==> src/rtl/cic_d_mc.sv <==
// Multichannel runtime-rate CIC decimator: time-interleaved channels share one
// integrator/comb datapath; output is shift-normalised, saturated and channel-tagged.
module cic_d_mc #(
    parameter int unsigned INP_DW    = 16,
    parameter int unsigned OUT_DW    = 16,
    parameter int unsigned RATE_DW   = 16,
    parameter int unsigned CIC_R_MAX = 64,
    parameter int unsigned CIC_R_DEF = 16,
    parameter int unsigned CIC_N     = 4,
    parameter int unsigned CIC_M     = 1,
    parameter int unsigned NUM_CH    = 4,
    parameter int unsigned CH_DW     = (NUM_CH > 1) ? $clog2(NUM_CH) : 1
) (
    input  logic               clk,
    input  logic               reset,
    input  logic [INP_DW-1:0]  s_axis_in_tdata,
    input  logic [CH_DW-1:0]   s_axis_in_tuser,
    input  logic               s_axis_in_tvalid,
    input  logic [RATE_DW-1:0] s_axis_rate_tdata,
    input  logic               s_axis_rate_tvalid,
    output logic [OUT_DW-1:0]  m_axis_out_tdata,
    output logic [CH_DW-1:0]   m_axis_out_tuser,
    output logic               m_axis_out_tlast,
    output logic               m_axis_out_tvalid,
    output logic               sync_err
);

    localparam int unsigned W     = INP_DW + CIC_N * $clog2(CIC_R_MAX * CIC_M);
    localparam int unsigned SH_DW = $clog2(W + 1);
    localparam int unsigned PW    = RATE_DW + 8;

    // Integrator state and pipeline
    logic signed [W-1:0] int_q [CIC_N][NUM_CH];
    logic signed [W-1:0] int_d [CIC_N][NUM_CH];
    logic signed [W-1:0] ip_q [CIC_N];
    logic signed [W-1:0] ip_d [CIC_N];
    logic [CH_DW-1:0]    ip_ch_q [CIC_N];
    logic [CH_DW-1:0]    ip_ch_d [CIC_N];
    logic [CIC_N-1:0]    ip_vld_q, ip_vld_d;

    // Comb state and pipeline
    logic signed [W-1:0] cdly_q [CIC_N][NUM_CH][CIC_M];
    logic signed [W-1:0] cdly_d [CIC_N][NUM_CH][CIC_M];
    logic signed [W-1:0] cp_q [CIC_N];
    logic signed [W-1:0] cp_d [CIC_N];
    logic [CH_DW-1:0]    cp_ch_q [CIC_N];
    logic [CH_DW-1:0]    cp_ch_d [CIC_N];
    logic [SH_DW-1:0]    cp_sh_q [CIC_N];
    logic [SH_DW-1:0]    cp_sh_d [CIC_N];
    logic [CIC_N-1:0]    cp_vld_q, cp_vld_d;

    logic signed [W-1:0] cin_c [CIC_N];
    logic [CH_DW-1:0]    cin_ch_c [CIC_N];
    logic [SH_DW-1:0]    cin_sh_c [CIC_N];
    logic [CIC_N-1:0]    cin_vld_c;

    logic [CH_DW-1:0]    exp_ch_q, exp_ch_d;
    logic                sync_err_q, sync_err_d;
    logic [RATE_DW-1:0]  dec_cnt_q, dec_cnt_d;
    logic [RATE_DW-1:0]  cur_r_q, cur_r_d;
    logic [RATE_DW-1:0]  pend_r_q, pend_r_d;
    logic [OUT_DW-1:0]   out_data_q, out_data_d;
    logic [CH_DW-1:0]    out_ch_q, out_ch_d;
    logic                out_last_q, out_last_d;
    logic                out_vld_q, out_vld_d;

    logic signed [W-1:0] in_ext_c;
    logic signed [W-1:0] shifted_c;
    logic [SH_DW-1:0]    shift_c;
    logic                acc_c;
    logic                fwd_c;

    // Normalisation shift: CIC_N * ceil(log2(R * CIC_M))
    function automatic logic [SH_DW-1:0] calc_shift(input logic [RATE_DW-1:0] r);
        logic [PW-1:0] prod;
        int            lg;
        prod = PW'(r) * PW'(CIC_M);
        lg   = 0;
        for (int i = 0; i < int'(PW); i++) begin
            if ((PW'(1) << i) < prod) lg = i + 1;
        end
        return SH_DW'(int'(CIC_N) * lg);
    endfunction

    assign in_ext_c = {{(W - INP_DW){s_axis_in_tdata[INP_DW-1]}}, s_axis_in_tdata};
    assign shift_c  = calc_shift(cur_r_q);

    // Channel-order tracking and integrator cascade
    always_comb begin
        int_d      = int_q;
        ip_d       = ip_q;
        ip_ch_d    = ip_ch_q;
        ip_vld_d   = '0;
        exp_ch_d   = exp_ch_q;
        sync_err_d = 1'b0;
        acc_c      = 1'b0;
        if (s_axis_in_tvalid) begin
            if (s_axis_in_tuser == exp_ch_q) begin
                acc_c    = 1'b1;
                exp_ch_d = (exp_ch_q == CH_DW'(NUM_CH - 1)) ? '0 : exp_ch_q + CH_DW'(1);
            end else begin
                sync_err_d = 1'b1;
                exp_ch_d   = '0;
            end
        end
        ip_vld_d[0] = acc_c;
        if (acc_c) begin
            int_d[0][s_axis_in_tuser] = int_q[0][s_axis_in_tuser] + in_ext_c;
            ip_d[0]    = int_q[0][s_axis_in_tuser] + in_ext_c;
            ip_ch_d[0] = s_axis_in_tuser;
        end
        for (int k = 1; k < int'(CIC_N); k++) begin
            ip_vld_d[k] = ip_vld_q[k-1];
            if (ip_vld_q[k-1]) begin
                int_d[k][ip_ch_q[k-1]] = int_q[k][ip_ch_q[k-1]] + ip_q[k-1];
                ip_d[k]    = int_q[k][ip_ch_q[k-1]] + ip_q[k-1];
                ip_ch_d[k] = ip_ch_q[k-1];
            end
        end
    end

    // Decimation counter; pending rate is adopted only at a wrap
    always_comb begin
        dec_cnt_d = dec_cnt_q;
        cur_r_d   = cur_r_q;
        pend_r_d  = pend_r_q;
        fwd_c     = ip_vld_q[CIC_N-1] && (dec_cnt_q == cur_r_q - RATE_DW'(1));
        if (ip_vld_q[CIC_N-1] && (ip_ch_q[CIC_N-1] == CH_DW'(NUM_CH - 1))) begin
            if (fwd_c) begin
                dec_cnt_d = '0;
                cur_r_d   = pend_r_q;
            end else begin
                dec_cnt_d = dec_cnt_q + RATE_DW'(1);
            end
        end
        if (s_axis_rate_tvalid && (s_axis_rate_tdata != '0) &&
            (s_axis_rate_tdata <= RATE_DW'(CIC_R_MAX))) begin
            pend_r_d = s_axis_rate_tdata;
        end
    end

    // Comb stage inputs; the shift travels with the frame so a rate change never splits one
    always_comb begin
        cin_vld_c[0] = fwd_c;
        cin_c[0]     = ip_q[CIC_N-1];
        cin_ch_c[0]  = ip_ch_q[CIC_N-1];
        cin_sh_c[0]  = shift_c;
        for (int k = 1; k < int'(CIC_N); k++) begin
            cin_vld_c[k] = cp_vld_q[k-1];
            cin_c[k]     = cp_q[k-1];
            cin_ch_c[k]  = cp_ch_q[k-1];
            cin_sh_c[k]  = cp_sh_q[k-1];
        end
    end

    always_comb begin
        cdly_d   = cdly_q;
        cp_d     = cp_q;
        cp_ch_d  = cp_ch_q;
        cp_sh_d  = cp_sh_q;
        cp_vld_d = '0;
        for (int k = 0; k < int'(CIC_N); k++) begin
            cp_vld_d[k] = cin_vld_c[k];
            if (cin_vld_c[k]) begin
                cp_d[k]    = cin_c[k] - cdly_q[k][cin_ch_c[k]][CIC_M-1];
                cp_ch_d[k] = cin_ch_c[k];
                cp_sh_d[k] = cin_sh_c[k];
                cdly_d[k][cin_ch_c[k]][0] = cin_c[k];
                for (int m = 1; m < int'(CIC_M); m++) begin
                    cdly_d[k][cin_ch_c[k]][m] = cdly_q[k][cin_ch_c[k]][m-1];
                end
            end
        end
    end

    // Normalise and saturate
    always_comb begin
        out_data_d = out_data_q;
        out_ch_d   = out_ch_q;
        out_last_d = 1'b0;
        out_vld_d  = cp_vld_q[CIC_N-1];
        shifted_c  = cp_q[CIC_N-1] >>> cp_sh_q[CIC_N-1];
        if (cp_vld_q[CIC_N-1]) begin
            out_ch_d   = cp_ch_q[CIC_N-1];
            out_last_d = (cp_ch_q[CIC_N-1] == CH_DW'(NUM_CH - 1));
            if ((shifted_c[W-1:OUT_DW-1] == '0) || (shifted_c[W-1:OUT_DW-1] == '1)) begin
                out_data_d = shifted_c[OUT_DW-1:0];
            end else if (shifted_c[W-1]) begin
                out_data_d = {1'b1, {(OUT_DW - 1){1'b0}}};
            end else begin
                out_data_d = {1'b0, {(OUT_DW - 1){1'b1}}};
            end
        end
    end

    always_ff @(posedge clk or posedge reset) begin
        if (reset) begin
            int_q      <= '{default: '0};
            ip_q       <= '{default: '0};
            ip_ch_q    <= '{default: '0};
            ip_vld_q   <= '0;
            cdly_q     <= '{default: '0};
            cp_q       <= '{default: '0};
            cp_ch_q    <= '{default: '0};
            cp_sh_q    <= '{default: '0};
            cp_vld_q   <= '0;
            exp_ch_q   <= '0;
            sync_err_q <= 1'b0;
            dec_cnt_q  <= '0;
            cur_r_q    <= RATE_DW'(CIC_R_DEF);
            pend_r_q   <= RATE_DW'(CIC_R_DEF);
            out_data_q <= '0;
            out_ch_q   <= '0;
            out_last_q <= 1'b0;
            out_vld_q  <= 1'b0;
        end else begin
            int_q      <= int_d;
            ip_q       <= ip_d;
            ip_ch_q    <= ip_ch_d;
            ip_vld_q   <= ip_vld_d;
            cdly_q     <= cdly_d;
            cp_q       <= cp_d;
            cp_ch_q    <= cp_ch_d;
            cp_sh_q    <= cp_sh_d;
            cp_vld_q   <= cp_vld_d;
            exp_ch_q   <= exp_ch_d;
            sync_err_q <= sync_err_d;
            dec_cnt_q  <= dec_cnt_d;
            cur_r_q    <= cur_r_d;
            pend_r_q   <= pend_r_d;
            out_data_q <= out_data_d;
            out_ch_q   <= out_ch_d;
            out_last_q <= out_last_d;
            out_vld_q  <= out_vld_d;
        end
    end

    assign m_axis_out_tdata  = out_data_q;
    assign m_axis_out_tuser  = out_ch_q;
    assign m_axis_out_tlast  = out_last_q;
    assign m_axis_out_tvalid = out_vld_q;
    assign sync_err          = sync_err_q;

endmodule
==> config.mk <==
export PLATFORM = sky130hd
export DESIGN_NAME = cic_d_mc
export DESIGN_NICKNAME = d
export VERILOG_FILES = /design/src/rtl/cic_d_mc.sv
export SDC_FILE = /design/constraint.sdc
export NUM_CORES = 2
export LEC_CHECK = 0
export BUFFER_PORTS_ARGS = -buffer_cell sky130_fd_sc_hd__buf_2
export CAP_MARGIN = 20
export CORE_MARGIN = 5
export CORE_UTILIZATION = 35
export CTS_CLUSTER_DIAMETER = 80
export DETAILED_ROUTE_END_ITERATION = 8
export PLACE_DENSITY = 0.46
export SETUP_SLACK_MARGIN = 0.4
export SKIP_CTS_REPAIR_TIMING = 1
export SYNTH_ARGS = -nofsm -noshare
export SYNTH_HDL_FRONTEND = slang
export SYNTH_SLANG_ARGS = --single-unit
export TNS_END_PERCENT = 1
==> constraint.sdc <==
create_clock -name clk -period 127.7 [get_ports clk]
set_input_delay 25.54 -clock clk [delete_from_list [all_inputs] [get_ports clk]]
set_output_delay 25.54 -clock clk [all_outputs]
set_load 0.02 [all_outputs]
==> results.toml <==
[placed_design]
dp_slack_ns = 96.20
place_hpwl_um = 153000
gp_congestion = 0.821
portBuffers = 58

[drt]
drt-initial-drc-count = 3882
drc_errors = 0
drt_first_pass_iters = 6
wirelength_um = 229000
ant_nets = 0
wl_per_cell_um = 19.8
via_per_inst = 5.24
vias = 60600

[layout]
area_growth_pct = 11.9
final_nets = 8393
multi_input_area_um2 = 43700
regArea_um2 = 42800
nFillCells = 24400
drive_above_1_share = 0.206

[power]
p_leak_nw = 46.6
clkPwrFrac = 0.281
p_sw_w = 0.000819
vdd_ir_drop_max_v = 0.0000120
combPwrFrac = 0.368
netSwitchingFraction = 0.387
power.density_nw_per_um2 = 21.2
intPower_w = 0.00129
power_frac_seq = 0.351

[logic_synthesis]
yosys_most_used_dff = "dfrtp_1"
yosys.area.top_type = "dfrtp_1"
netlist_top_cells_count = "dfrtp_1 (1709), nand2_1 (1314), o21ai_0 (812), mux2_2 (734), clkbuf_1 (355)"
async_flop_share = 1.00
syn-cell-area_um2 = 89200
synth-seq-cells = 1711
synth-edff-count = 0
synthCells = 8108
ys_warn_count = 0
synth.distinct_cells = 80
avgSynthCellArea_um2 = 11.0
ys_seq_area_frac = 0.480
syn_nets = 8472
synth.most_common_cell = "dfrtp_1"
synth_area_leaders = "dfrtp_1 (48%), mux2_2 (9.3%), mux4_2 (8.8%)"
synth_top_area_frac = 0.480

[critical_path]
slowest_delay_ns = 0.83
rr_startpoint = "ip_ch_q[4]"
r2r_cells = 15
path_common_cell = "buf_4"
criticalPathCategory = "in2async"
worstPathArrival_ns = 31.11
cp-start-kind = "input pin"
worstPathCellList = "buf_2, inv_8, buf_4, buf_4, buf_4, buf_4, buf_4, buf_4"
crit_path_top_delay_cell = "buf_4"
cp-end-kind = "async pin"
timing.rr.end = "int_q[232]"
ff2ff_setup_slack_ns = 121.74
cp_max_fo = 112
cp.required_ns = 128.57

[worst_hold_path]
hold_path.class = "reg2reg"
hold-path-cell-count = 2
hold_end = "int_q[612]"
hold_start = "int_q[612]"

[clock_network]
cts_sinks = 1711
cts-root-buf = "clkbuf_16"
clkSlewWorstSetupHoldPaths_ns = 0.06
clock_latency_ns = 0.84
clockBufferDepth = 3
cts_buffers = 194
cts_max_level = 4
cts_tree = "built"

[timing]
worst_pin_slew_ns = 1.15
finalMaxSlewViolations = 0
grt_setup_unrepaired = "false"
finalCritPeriodShare = 0.237
setup_slack_ns = 97.46
clock.fmax_ghz = 0.0331
hold_violations = 0
post-route-min-period_ns = 30.24
maxSlewHeadroom = 0.236
skew_ns = 0.0294
setup_viol = 0
setup_tns_ns = 0
fin_hold_ws_ns = 0.473

[flow_run]
drv_cap = 0

[global_route]
antenna_found_initial = 3
gr-usage-all-layers = 0.173
grt_pass1_wl_um = 367000
grt_max_degree = 167
overflow = 0
grt_pass1_vias = 61900

[die]
core_um2 = 254000
rows = 185
start_util = 0.351
pin_count = 59
die_h_um = 515
dieArea_um2 = 265000
die_w_um = 515

[status]
status = "complete, no violations"
-- registers in the layout, indices dropped and copies added, names as in the netlist --
name / count
cdly_q: 640
cin_c: 160
cin_ch_c: 8
cin_sh_c: 12
cp_ch_q: 2
cp_q: 40
cp_sh_q: 4
cp_vld_q: 4
cur_r_q: 16
dec_cnt_q: 16
exp_ch_q: 2
int_q: 640
ip_ch_q: 6
ip_q: 120
ip_vld_q: 4
m_axis_out_tdata: 16
m_axis_out_tlast: 1
m_axis_out_tuser: 2
m_axis_out_tvalid: 1
pend_r_q: 16
sync_err: 1
-- layer usage --
layer / routed length (um) / GRT usage / vias to the layer above
met5: 0 / 0 / -
met4: 4930 / 0.0427 / 0
met3: 6650 / 0.0227 / 292
met2: 105000 / 0.275 / 780
li1: - / - / 29000
met1: 113000 / 0.250 / 30500
-- stage by stage --
stage | std cells | area, um2 | power (W) | util
CTS | 11600 | 99700 | 0.00214 | 0.393
detailed placement | 11200 | 92900 | 0.00153 | 0.366
global placement | 11200 | 92900 | 0.00152 | 0.366
floorplan | 8108 | 89200 | 0.00128 | -
finish | 11600 | 99800 | 0.00211 | 0.393
global route | 11600 | 99800 | 0.00226 | 0.393
-- logic make-up after synthesis --
family	after synthesis	share of synthesized area
compound gates	1795	0.121
flops	1711	0.480
fa+ha+maj	326	0.0464
xor+xnor	289	0.0284
buf+inv	723	0.0314
simple gates	2120	0.103
mux	1144	0.189
-- critical path, delay by kind of cell --
family,cells,cell delay [ns]
buffers and inverters,8,5.31
-- layout make-up --
class	instances	area share
well taps	3366	0.0422
clock buffers	273	0.0563
flip-flops and latches	1711	0.429
repair buffers	157	0.0110
diodes	3	0.0000752
inverters	291	0.0110
clock inverters	91	0.0122
multi-input cells	5674	0.438
-- worst max path at each step --
| stage | from | end | slack [ns] | depth (start not counted) |
|---|---|---|---|---|
| detailed placement | reset | int_q[109] | 96.20 | 8 |
| CTS | reset | int_q[37] | 97.14 | 8 |
| global placement | reset | int_q[109] | 96.33 | 8 |
| finish | reset | int_q[70] | 97.46 | 8 |
| global route | reset | int_q[70] | 96.41 | 8 |
| floorplan | reset | cdly_q[0] | 53.87 | 1 |
-- power by group through the flow --
stage	Clock [W]	Sequential [W]	Combinational (W)
2_1_floorplan	0	0.000709	0.000571
3_3_place_gp	0	0.000750	0.000771
3_5_place_dp	0	0.000752	0.000780
4_1_cts	0.000614	0.000743	0.000785
5_1_grt	0.000636	0.000756	0.000871
6_report	0.000595	0.000741	0.000778
-- cell usage in the layout (no fill, tap or decap), drive strengths merged, types with 18 or more instances in the layout --
cell type | Yosys | routed
nand4 | 49 | 49
nand3 | 111 | 111
a31oi | 51 | 51
nor3 | 84 | 84
o21ai | 813 | 813
o21a | 72 | 72
a21o | 172 | 172
a31o | 19 | 19
mux2 | 776 | 776
dfrtp | 1709 | 1709
o21bai | 27 | 27
nand2 | 1314 | 1314
buf | 77 | 156
o211ai | 39 | 39
bufinv | 0 | 24
ha | 318 | 318
nor2 | 258 | 258
nor4 | 22 | 22
xnor2 | 171 | 171
clkbuf | 355 | 273
or4 | 25 | 25
mux4 | 347 | 347
inv | 286 | 302
nor2b | 49 | 49
clkinv | 5 | 44
xor2 | 118 | 118
or3 | 36 | 36
a211oi | 34 | 34
mux2i | 21 | 21
a21oi | 331 | 331
or2 | 18 | 18
o311ai | 21 | 21
and2 | 23 | 23
and3 | 53 | 53
nand2b | 39 | 39
o31ai | 71 | 71
(Power assumes the default switching activity.)
